--- config.mk ---
export PLATFORM = sky130hd
export DESIGN_NAME = rgb_pack
export DESIGN_NICKNAME = d
export VERILOG_FILES = /design/src/rtl/rgb_pack.sv
export SDC_FILE = /design/constraint.sdc
export NUM_CORES = 1
export LEC_CHECK = 0
export ABC_CLOCK_PERIOD_IN_PS = 2600
export CORE_MARGIN = 3
export CORE_UTILIZATION = 51
export DETAILED_ROUTE_END_ITERATION = 16
export PLACE_DENSITY = 0.83
export SYNTH_ARGS = -nofsm -noshare
export SYNTH_HDL_FRONTEND = slang
export SYNTH_SLANG_ARGS = --single-unit
--- constraint.sdc ---
create_clock -name in_PClk -period 2.6 [get_ports in_PClk]
set_input_delay 0.65 -clock in_PClk [delete_from_list [all_inputs] [get_ports in_PClk]]
set_output_delay 0.65 -clock in_PClk [all_outputs]
set_load 0.02 [all_outputs]
--- src/rtl/rgb_pack.sv ---
// Registered {R,B,G} packer with matched sync/DE delay and output-side
// frame bookkeeping (column, line, start-of-frame, line-length consistency).
module rgb_pack #(
  parameter int LATENCY    = 2,
  parameter bit BLANK_ZERO = 1'b1
) (
  input  logic        in_PClk,
  input  logic        in_RstN,
  input  logic [7:0]  in_R,
  input  logic [7:0]  in_G,
  input  logic [7:0]  in_B,
  input  logic        in_HSync,
  input  logic        in_VSync,
  input  logic        in_DE,
  output logic [23:0] out_RGB,
  output logic        out_HSync,
  output logic        out_VSync,
  output logic        out_DE,
  output logic        out_Sof,
  output logic [11:0] out_PixCnt,
  output logic [11:0] out_LineCnt,
  output logic        out_LineErr
);

  localparam logic [11:0] CNT_MAX = 12'hFFF;

  function automatic logic [11:0] sat_inc(input logic [11:0] v);
    return (v == CNT_MAX) ? CNT_MAX : v + 12'd1;
  endfunction

  logic [23:0] w_pack;
  logic [26:0] w_stage_in;
  logic [26:0] r_pipe [LATENCY];
  logic        w_pre_vs;
  logic        w_pre_de;

  assign w_pack     = (BLANK_ZERO && !in_DE) ? 24'h000000 : {in_R, in_B, in_G};
  assign w_stage_in = {w_pack, in_HSync, in_VSync, in_DE};

  // Stage 1 registers the packed word; later stages are a plain delay line.
  always_ff @(posedge in_PClk or negedge in_RstN) begin
    if (!in_RstN) begin
      for (int i = 0; i < LATENCY; i++) r_pipe[i] <= '0;
    end else begin
      r_pipe[0] <= w_stage_in;
      for (int i = 1; i < LATENCY; i++) r_pipe[i] <= r_pipe[i-1];
    end
  end

  assign out_RGB   = r_pipe[LATENCY-1][26:3];
  assign out_HSync = r_pipe[LATENCY-1][2];
  assign out_VSync = r_pipe[LATENCY-1][1];
  assign out_DE    = r_pipe[LATENCY-1][0];

  // Bookkeeping looks one stage ahead so its registers land with out_DE.
  generate
    if (LATENCY == 1) begin : g_pre_in
      assign w_pre_vs = in_VSync;
      assign w_pre_de = in_DE;
    end else begin : g_pre_pipe
      assign w_pre_vs = r_pipe[LATENCY-2][1];
      assign w_pre_de = r_pipe[LATENCY-2][0];
    end
  endgenerate

  logic        w_fs;
  logic        w_de_rise;
  logic        w_de_fall;
  logic        w_arm;
  logic [11:0] w_len;
  logic        r_arm;
  logic        r_sof;
  logic        r_framed;
  logic        r_refv;
  logic        r_err;
  logic [11:0] r_ref;
  logic [11:0] r_pix;
  logic [11:0] r_line;

  assign w_fs      = w_pre_vs & ~out_VSync;
  assign w_de_rise = w_pre_de & ~out_DE;
  assign w_de_fall = ~w_pre_de & out_DE;
  assign w_arm     = r_arm | w_fs;
  assign w_len     = sat_inc(r_pix);

  always_ff @(posedge in_PClk or negedge in_RstN) begin
    if (!in_RstN) begin
      r_arm    <= 1'b0;
      r_sof    <= 1'b0;
      r_framed <= 1'b0;
      r_refv   <= 1'b0;
      r_err    <= 1'b0;
      r_ref    <= '0;
      r_pix    <= '0;
      r_line   <= '0;
    end else begin
      r_sof <= w_arm & w_pre_de;
      r_arm <= w_arm & ~w_pre_de;
      if (w_fs) begin
        r_framed <= 1'b1;
        r_refv   <= 1'b0;
        r_err    <= 1'b0;
        r_ref    <= '0;
        r_pix    <= '0;
        r_line   <= '0;
      end else begin
        if (w_de_rise) r_pix <= '0;
        else if (w_pre_de) r_pix <= sat_inc(r_pix);
        if (w_de_fall) begin
          r_line <= sat_inc(r_line);
          // No reference is ever taken before the first frame start.
          if (r_framed) begin
            if (!r_refv) begin
              r_ref  <= w_len;
              r_refv <= 1'b1;
            end else if (w_len != r_ref) begin
              r_err <= 1'b1;
            end
          end
        end
      end
    end
  end

  assign out_Sof     = r_sof;
  assign out_PixCnt  = r_pix;
  assign out_LineCnt = r_line;
  assign out_LineErr = r_err;

endmodule

==> flow_summary.toml <==
[run_status]
status = "complete, no violations"

[clocking]
cts_hold_buffers = 0
clkTransAtPathRegs_ps = 90
cts_made_buffers = 9
cts_tree = "done"
cts_sinks = 95
postCtsSetupRepairBufs = 0
cts_resized = 0
cts.path.max_buffers = 2
insertion_delay_ps = 350
cts-root-buf = "clkbuf_8"
htreeDepth = 3

[synthesis]
synth_warnings = 0
synth_cells = 363
ys_ff_latch = 95
netlist_area_um2 = 3950
synth_fp_nets = 394
ys_async_sr_fraction_pct = 100
synth_top_area_cell = "dfrtp_1"
synth_area_leaders = "dfrtp_1 (60%), buf_4 (4.9%), and2_1 (3.8%), o21ai_0 (3.2%), nand2_1 (2.8%)"
yosysTopAreaCellShare_pct = 60.2
synth_edf_count = 0
synth_cell_types = 43
syn_area_per_cell_um2 = 10.9
ys_seq_area_share_pct = 60.2
ys.flop_type = "dfrtp_1"

[cells_and_area]
mostFrequentLayoutCell = "dfrtp_1"
syn_to_final_growth_pct = 24.1
nets = 454
mostFrequentLayoutCells = "dfrtp_1 (95), clkdlybuf4s50_1 (80), nand2_1 (29), nor2_1 (28), o21ai_0 (25)"
drive_gt1_share_pct = 7.01
finish.instance_area_um2 = 4900
antenna_cells = 0
nFillCells = 589

[setup_path]
worstSetupStartpointType = "register"
arrival_ps = 2540
crit_required_ps = 2810
reg2reg_depth = 7
endpoint_kind = "register"
path_max_fanout = 13
critPathKind = "register to register"

[route]
routedWlPerCell_um = 15.5
drt_first_pass_iters = 6
wl_um = 8170
viasPerCell = 5.36
first_iter_violations = 143
ant_nets = 0
num_vias = 2823
post-route-drc-count = 0

[pwr]
total_power_mw = 2.87
p_leak_nw = 2.15
vdd_ir_drop_max_mv = 0.400
power.density_nw_per_um2 = 585

[grt]
grt_overflow = 0
globalRouteMet2Util_pct = 32.8
grt.busiest_layer = "met2"
grt_use_total_pct = 20.1
grt_pass1_vias = 2805
met1_usage_pct = 26.1
grt_max_degree = 49
grt_antenna_before_repair = 0
use_met3_pct = 5.85
grt_pass1_wl_um = 13900

[floorplan]
die_area_um2 = 8830
rows = 31
fp.dieH_um = 94.0
io_pins = 82
design.core.area_um2 = 7370
initial_utilization_pct = 53.6
die_w_um = 94.0

[place]
post_dp_cell_area_um2 = 4700
io_buffers = 81
gp_congestion = 1.00
dp_hpwl_um = 5850

[sta]
slew_violations = 0
max_freq_mhz = 430
setup_violations = 0
rsz0062_at_grt = "no"
relSlewSlack_pct = 50.5
finClkSkew_ps = 14.0
fin_crit_ps = 2330
tns_ps = 0
worst_pin_slew_ps = 740
hold_viol = 0
fin_crit_sh_pct = 89.5

[flow_run]
maxCapViolations = 0

[min_path]
min_path_type = "primary input to async pin"
-- critical path, cell delays in order (launching register included) --
cell     delay [ps]
dfrtp_1         540
ha_1            220
nand2_1         110
or4_4           600
o21ai_0         230
a32oi_1          70
nor4_1          310
a31oi_1         110
-- worst paths after layout --
check                                           from                        end  slack (ps)
setup / recovery           out_PixCnt[0]$_DFFE_PN0P_    out_LineErr$_DFFE_PN0P_         270
hold / removal                               in_RstN       out_RGB[3]$_DFF_PN0_         130
setup reg to reg           out_PixCnt[0]$_DFFE_PN0P_    out_LineErr$_DFFE_PN0P_         270
hold reg to reg                 r_pipe[33]$_DFF_PN0_       out_RGB[3]$_DFF_PN0_         350
max in group asynchronous                    in_RstN  out_PixCnt[8]$_DFFE_PN0P_        1760
min in group in_PClk            r_pipe[33]$_DFF_PN0_       out_RGB[3]$_DFF_PN0_         350
-- report_power, final --
part / leakage, nW / switching, mW / internal (mW)
sequential: 1.25 / 0.0376 / 1.54
combinational: 0.808 / 0.160 / 0.149
clock: 0.101 / 0.504 / 0.480
total: 2.15 / 0.701 / 2.17
-- cell families (layout without fill, tap and decap cells) --
group | after synthesis | count (layout) | synth area share (%)
buffers and inverters | 47 | 112 | 7.19
flip-flops | 95 | 95 | 60.2
XOR/XNOR | 11 | 11 | 2.44
multiplexers | 3 | 3 | 0.792
AO/OA/AOI/OAI | 78 | 78 | 12.6
adder cells (fa/ha/maj) | 2 | 2 | 0.634
AND/OR/NAND/NOR | 127 | 127 | 16.1
-- routing by layer --
metal	share of wire [%]	wire length (µm)	up-vias
li1	-	-	1350
met3	6.7	550	2
met2	51	4180	94
met1	42	3410	1377
met4	0.37	30	0
met5	0	0	-
-- flip-flops by register name (all words and copies together) (netlist names) --
signal	cells
r_arm	1
out_LineErr	1
r_ref	12
r_framed	1
r_refv	1
out_Sof	1
out_VSync	1
out_HSync	1
out_RGB	24
r_pipe	27
out_DE	1
out_PixCnt	12
out_LineCnt	12
-- through the flow --
| stage | setup slack [ps] | util (%) | cells | hold WS [ps] |
|---|---|---|---|---|
| CTS | 293 | 66.5 | 527 | 114 |
| global placement | 449 | 63.7 | 511 | 332 |
| global route | 148 | 66.5 | 527 | 103 |
| floorplan | 273 | - | 363 | 331 |
| finish | 274 | 66.5 | 527 | 131 |
| detailed placement | 340 | 63.7 | 511 | 335 |
-- cells in the mapped netlist (7+ instances only) --
cell type and n:
a22o_1 11, inv_1 7, a31oi_1 8, buf_4 26, dfrtp_1 95, clkbuf_1 11, o21ai_0 25, a21oi_1 15
nand3_1 17, xor2_1 7, nor2_1 28, nand2_1 29, nor3_1 7, and2_1 24
-- final cells by class --
type / count / area [µm²] / area share (%)
tap: 99 / 124 / 2.53
clock inverter: 5 / 63.8 / 1.30
timing repair buffer: 89 / 881 / 18.0
sequential: 95 / 2380 / 48.5
inverter: 7 / 26.3 / 0.536
multi-input combinational: 221 / 1290 / 26.3
clock buffer: 11 / 141 / 2.88
(Power assumes the default switching activity.)
==> variant 1 (same flow settings) <==
`BLANK_ZERO`: 1'b1 -> 1'b0.
--- a/src/rtl/rgb_pack.sv
+++ b/src/rtl/rgb_pack.sv
@@ -4,3 +4,3 @@
   parameter int LATENCY    = 2,
-  parameter bit BLANK_ZERO = 1'b1
+  parameter bit BLANK_ZERO = 1'b0
 ) (
Behaviour: not the same (Yosys sat finds a counterexample within 4 cycles, from zero or initial values and one cycle with in_RstN low).
==> variant 1 against the original RTL <==
  * Sequential power about the same
  * Sequential cell count unchanged
  * Via count up 4.7%
  * Final area up 0.64%
  * Clock power down 5.2%
  * Die area up 1.5%
  * Wire length up 4.1%
  * Total power down 2.6%
  * Global-route usage up 0.45 points
  * Synthesized area up 1.6%
  * Worst setup slack worse by 9.0 ps
  * Critical path type is now reg -> out
  * Critical endpoint is now out_PixCnt[5]
  * Highest routed layer unchanged
==> variant 1: results (changes against the original RTL) <==
stage,metric,value,unit,change
status,status,finished clean,,
pwr,peakVddDrop,0.000358,V,-10%
grt,grt_max_degree,58,,+18%
route,via_count,2957,,+4.7%
route,drt_iter0_drc,221,,+55%
place,hpwlAfterDp,6070,µm,+3.8%
setup_path,critPathTopFamily,buffers and inverters,,
grt,grt_pass1_wl,14000,µm,+0.84%
yosys,async_flop_share,100,%,unchanged
pwr,power.leakage,2.17,nW,+0.90%
place,pre_cts_slack,315,ps,-24.2 ps
setup_path,crit_slowest_cell,clkdlybuf4s50_1,,
clocking,path_clk_slew,100,ps,
yosys,synth_edf_count,0,,unchanged
cells_and_area,final_nets,450,,-0.88%
route,dr.pass1.iters,5,,-1
yosys,synth_common_cells,"dfrtp_1, buf_4, nor2_1, o21ai_0, nand2_1",,
yosys,synth_area_leaders,"dfrtp_1, buf_4, o21ai_0",,
yosys,syn_nets,393,,-0.25%
place,finalWeightedCongestion,0.981,,-1.9%
setup_path,cp_num_buf_inv,1,,+1
grt,grtUsageTotal,20.6,%,+0.45 points
setup_path,slowest_delay,690,ps,+90 ps
grt,first_global_vias,2849,,+1.6%
yosys,ys_seq_area_share,59.3,%,-0.92 points
min_path,hp-class,in -> async,,
place,post_dp_cell_area,4740,µm²,+0.91%
clocking,h-tree-depth,3,,unchanged
timing,tightest_slew,857,ps,+117 ps
route,wl_per_cell,16.3,µm,+4.9%
timing,skew,6.68,ps,-7.28 ps
cells_and_area,drive_above_1_share,7.55,%,+0.54 points
yosys,yosys.cell_types.count,51,,+19%
==> variant 1: path summary, 6_finish.rpt <==
path	startpoint	to	slack [ps]	depth (start not counted)
worst max-delay path	out_PixCnt[5]$_DFFE_PN0P_	out_PixCnt[5]	260	1
worst min-delay path	in_RstN	out_VSync$_DFF_PN0_	250	1
worst max register to register	out_PixCnt[0]$_DFFE_PN0P_	out_LineErr$_DFFE_PN0P_	270	8
worst min register to register	r_pipe[41]$_DFF_PN0_	out_RGB[11]$_DFF_PN0_	350	0
max in group asynchronous	in_RstN	out_RGB[13]$_DFF_PN0_	1700	2
min in group in_PClk	r_pipe[41]$_DFF_PN0_	out_RGB[11]$_DFF_PN0_	350	0
==> variant 1: logic make-up after synthesis <==
kind of cell,count (synthesis),synth area share (%)
multiplexers,3,0.749
XOR/XNOR,8,1.75
adder cells (fa/ha/maj),2,0.624
AND/OR/NAND/NOR,120,16.1
AO/OA/AOI/OAI,84,13.8
buffers and inverters,50,7.64
flip-flops,95,59.3
==> variant 1: per-layer routing <==
metal  share of wire (%)  wire length, µm  up-vias  global-route usage, %
met1                  41             3510     1442                   26.3
met4                 2.8              242        0                   9.50
met3                 6.9              591       22                   5.34
met5                   0                0        -                      0
met2                  49             4170      120                   32.9
li1                    -                -     1373                      -
==> variant 1: area by class of cell <==
type | instances | area [µm²]
multi-input combinational | 217 | 1330
clock inverter | 7 | 70.1
sequential | 95 | 2380
inverter | 6 | 22.5
timing repair buffer | 90 | 888
tap | 99 | 124
clock buffer | 9 | 124
fill | 592 | 2510
==> variant 1: report_power, final <==
| group | leakage [nW] | total [mW] | internal, mW | switching (mW) |
|---|---|---|---|---|
| logic | 0.891 | 0.285 | 0.135 | 0.150 |
| clock network | 0.0955 | 0.933 | 0.374 | 0.559 |
| registers | 1.19 | 1.57 | 1.54 | 0.0361 |
==> variant 1: metrics by stage <==
step | hold slack (ps) | instances
floorplan | 331 | 362
global placement | 331 | 507
detailed placement | 336 | 507
CTS | 254 | 523
global route | 275 | 523
finish | 250 | 523
==> variant 2 (same settings) <==
Made on the original files. Remove the register `r_sof`: a continuous assignment takes its place, so the output `out_Sof` follows one clock earlier.
--- a/src/rtl/rgb_pack.sv
+++ b/src/rtl/rgb_pack.sv
@@ -88,3 +88,2 @@
       r_arm    <= 1'b0;
-      r_sof    <= 1'b0;
       r_framed <= 1'b0;
@@ -96,3 +95,2 @@
     end else begin
-      r_sof <= w_arm & w_pre_de;
       r_arm <= w_arm & ~w_pre_de;
@@ -124,2 +122,4 @@
 
+  assign r_sof = w_arm & w_pre_de;
+
   assign out_Sof     = r_sof;
Behaviour: not the same (a bounded check fails within 4 cycles, from zero or initial values and one cycle with in_RstN low).
==> variant 2 against the original RTL <==
  * Wire length is 3.4% higher
  * Hold slack better by 130 ps
  * Total power is 0.88% lower
  * Worst setup slack worse by 13 ps
  * Final area is 2.0% higher
  * Largest cell class unchanged
  * Critical endpoint is now out_Sof
  * Synthesized area is 1.6% higher
  * Highest routed layer unchanged
  * Final cell count is 2.5% higher
  * Sequential cell count is 1 lower
  * Via count is 5.3% higher
  * Synthesized cell count is 2.8% higher
==> variant 2: results (changes against the original RTL) <==
stage,metric,value,unit,change
status,status,finished clean,,
yosys,synth_common_cells,"dfrtp_1, nand2_1, and2_1",,
yosys,synth_area_leaders,"dfrtp_1, buf_4, and2_1",,
setup_path,cp.arrival,1690,ps,-850 ps
grt,first_global_vias,2866,,+2.2%
timing,tightest_slew,771,ps,+30.8 ps
grt,grt_pass1_wl,14000,µm,+0.45%
yosys,ys_seq_area_share,58.6,%,-1.6 points
yosys,syn_nets,404,,+2.5%
route,drt_iter0_drc,209,,+46%
cells_and_area,register_area,2350,µm²,-1.1%
route,wl_per_cell,15.7,µm,+0.91%
grt,grtUsageMet3,4.94,%,-0.91 points
grt,gr-usage-met2,30.0,%,-2.8 points
place,post_dp_cell_area,4780,µm²,+1.9%
place,finalWeightedCongestion,0.962,,-3.8%
pwr,power.leakage,2.19,nW,+1.7%
route,via_count,2974,,+5.3%
grt,grt_max_degree,53,,+8.2%
route,dr.pass1.iters,5,,-1
setup_path,rr_worst_depth,6,,-1
setup_path,crit_path_start,out_VSync$_DFF_PN0_,,
grt,met1_usage,28.0,%,+1.9 points
timing,skew,14.2,ps,+0.277 ps
setup_path,worstPathMaxFanout,3,,-10
pwr,peakVddDrop,0.000341,V,-15%
setup_path,crit_slowest_cell,clkdlybuf4s50_1,,
setup_path,endpoint,out_Sof,,
setup_path,critPathTopFamily,buffers and inverters,,
cells_and_area,drive_above_1_share,7.71,%,+0.70 points
timing,min_period,2340,ps,+13.0 ps
place,pre_cts_slack,277,ps,-63.0 ps
==> variant 2: cell type report <==
type | instances | share of cell area (%)
sequential | 94 | 47.1
multi-input combinational | 227 | 27.2
timing repair buffer | 92 | 18.1
clock buffer | 9 | 2.48
tap | 99 | 2.48
clock inverter | 7 | 1.83
inverter | 12 | 0.901
==> variant 2: layer usage <==
layer,wire length [µm],vias up
met2,3890,139
met4,200,0
met5,0,-
met3,727,15
met1,3630,1429
li1,-,1391
==> variant 2: cell families (layout without fill, tap and decap cells) <==
logic type,Yosys count,after routing,share of synthesized area (%)
simple gates,133,133,17.2
flops,94,94,58.6
compound gates,77,77,12.6
buf+inv,52,120,7.54
xor+xnor,11,11,2.40
mux,4,4,0.998
fa+ha+maj,2,2,0.623
==> variant 2: per-stage QoR <==
| stage | instances | hold slack (ps) |
|---|---|---|
| finish | 540 | 256 |
| global route | 540 | 287 |
| global placement | 524 | 331 |
| floorplan | 373 | 331 |
| detailed placement | 524 | 335 |
| CTS | 540 | 263 |
==> variant 2: worst min path at each step <==
stage,to,cells past startpoint,startpoint,slack (ps)
floorplan,out_HSync$_DFF_PN0_,0,r_pipe[29]$_DFF_PN0_,330
global placement,out_RGB[17]$_DFF_PN0_,0,r_pipe[47]$_DFF_PN0_,330
detailed placement,out_RGB[0]$_DFF_PN0_,0,r_pipe[30]$_DFF_PN0_,330
CTS,out_RGB[9]$_DFF_PN0_,1,in_RstN,260
global route,out_RGB[11]$_DFF_PN0_,1,in_RstN,290
finish,out_RGB[12]$_DFF_PN0_,1,in_RstN,260
==> variant 2: power breakdown <==
group	total [mW]	internal [mW]	switching (mW)	leakage, nW
clock network	0.978	0.388	0.590	0.105
registers	1.56	1.52	0.0345	1.23
logic	0.309	0.148	0.162	0.852
total	2.84	2.06	0.786	2.19
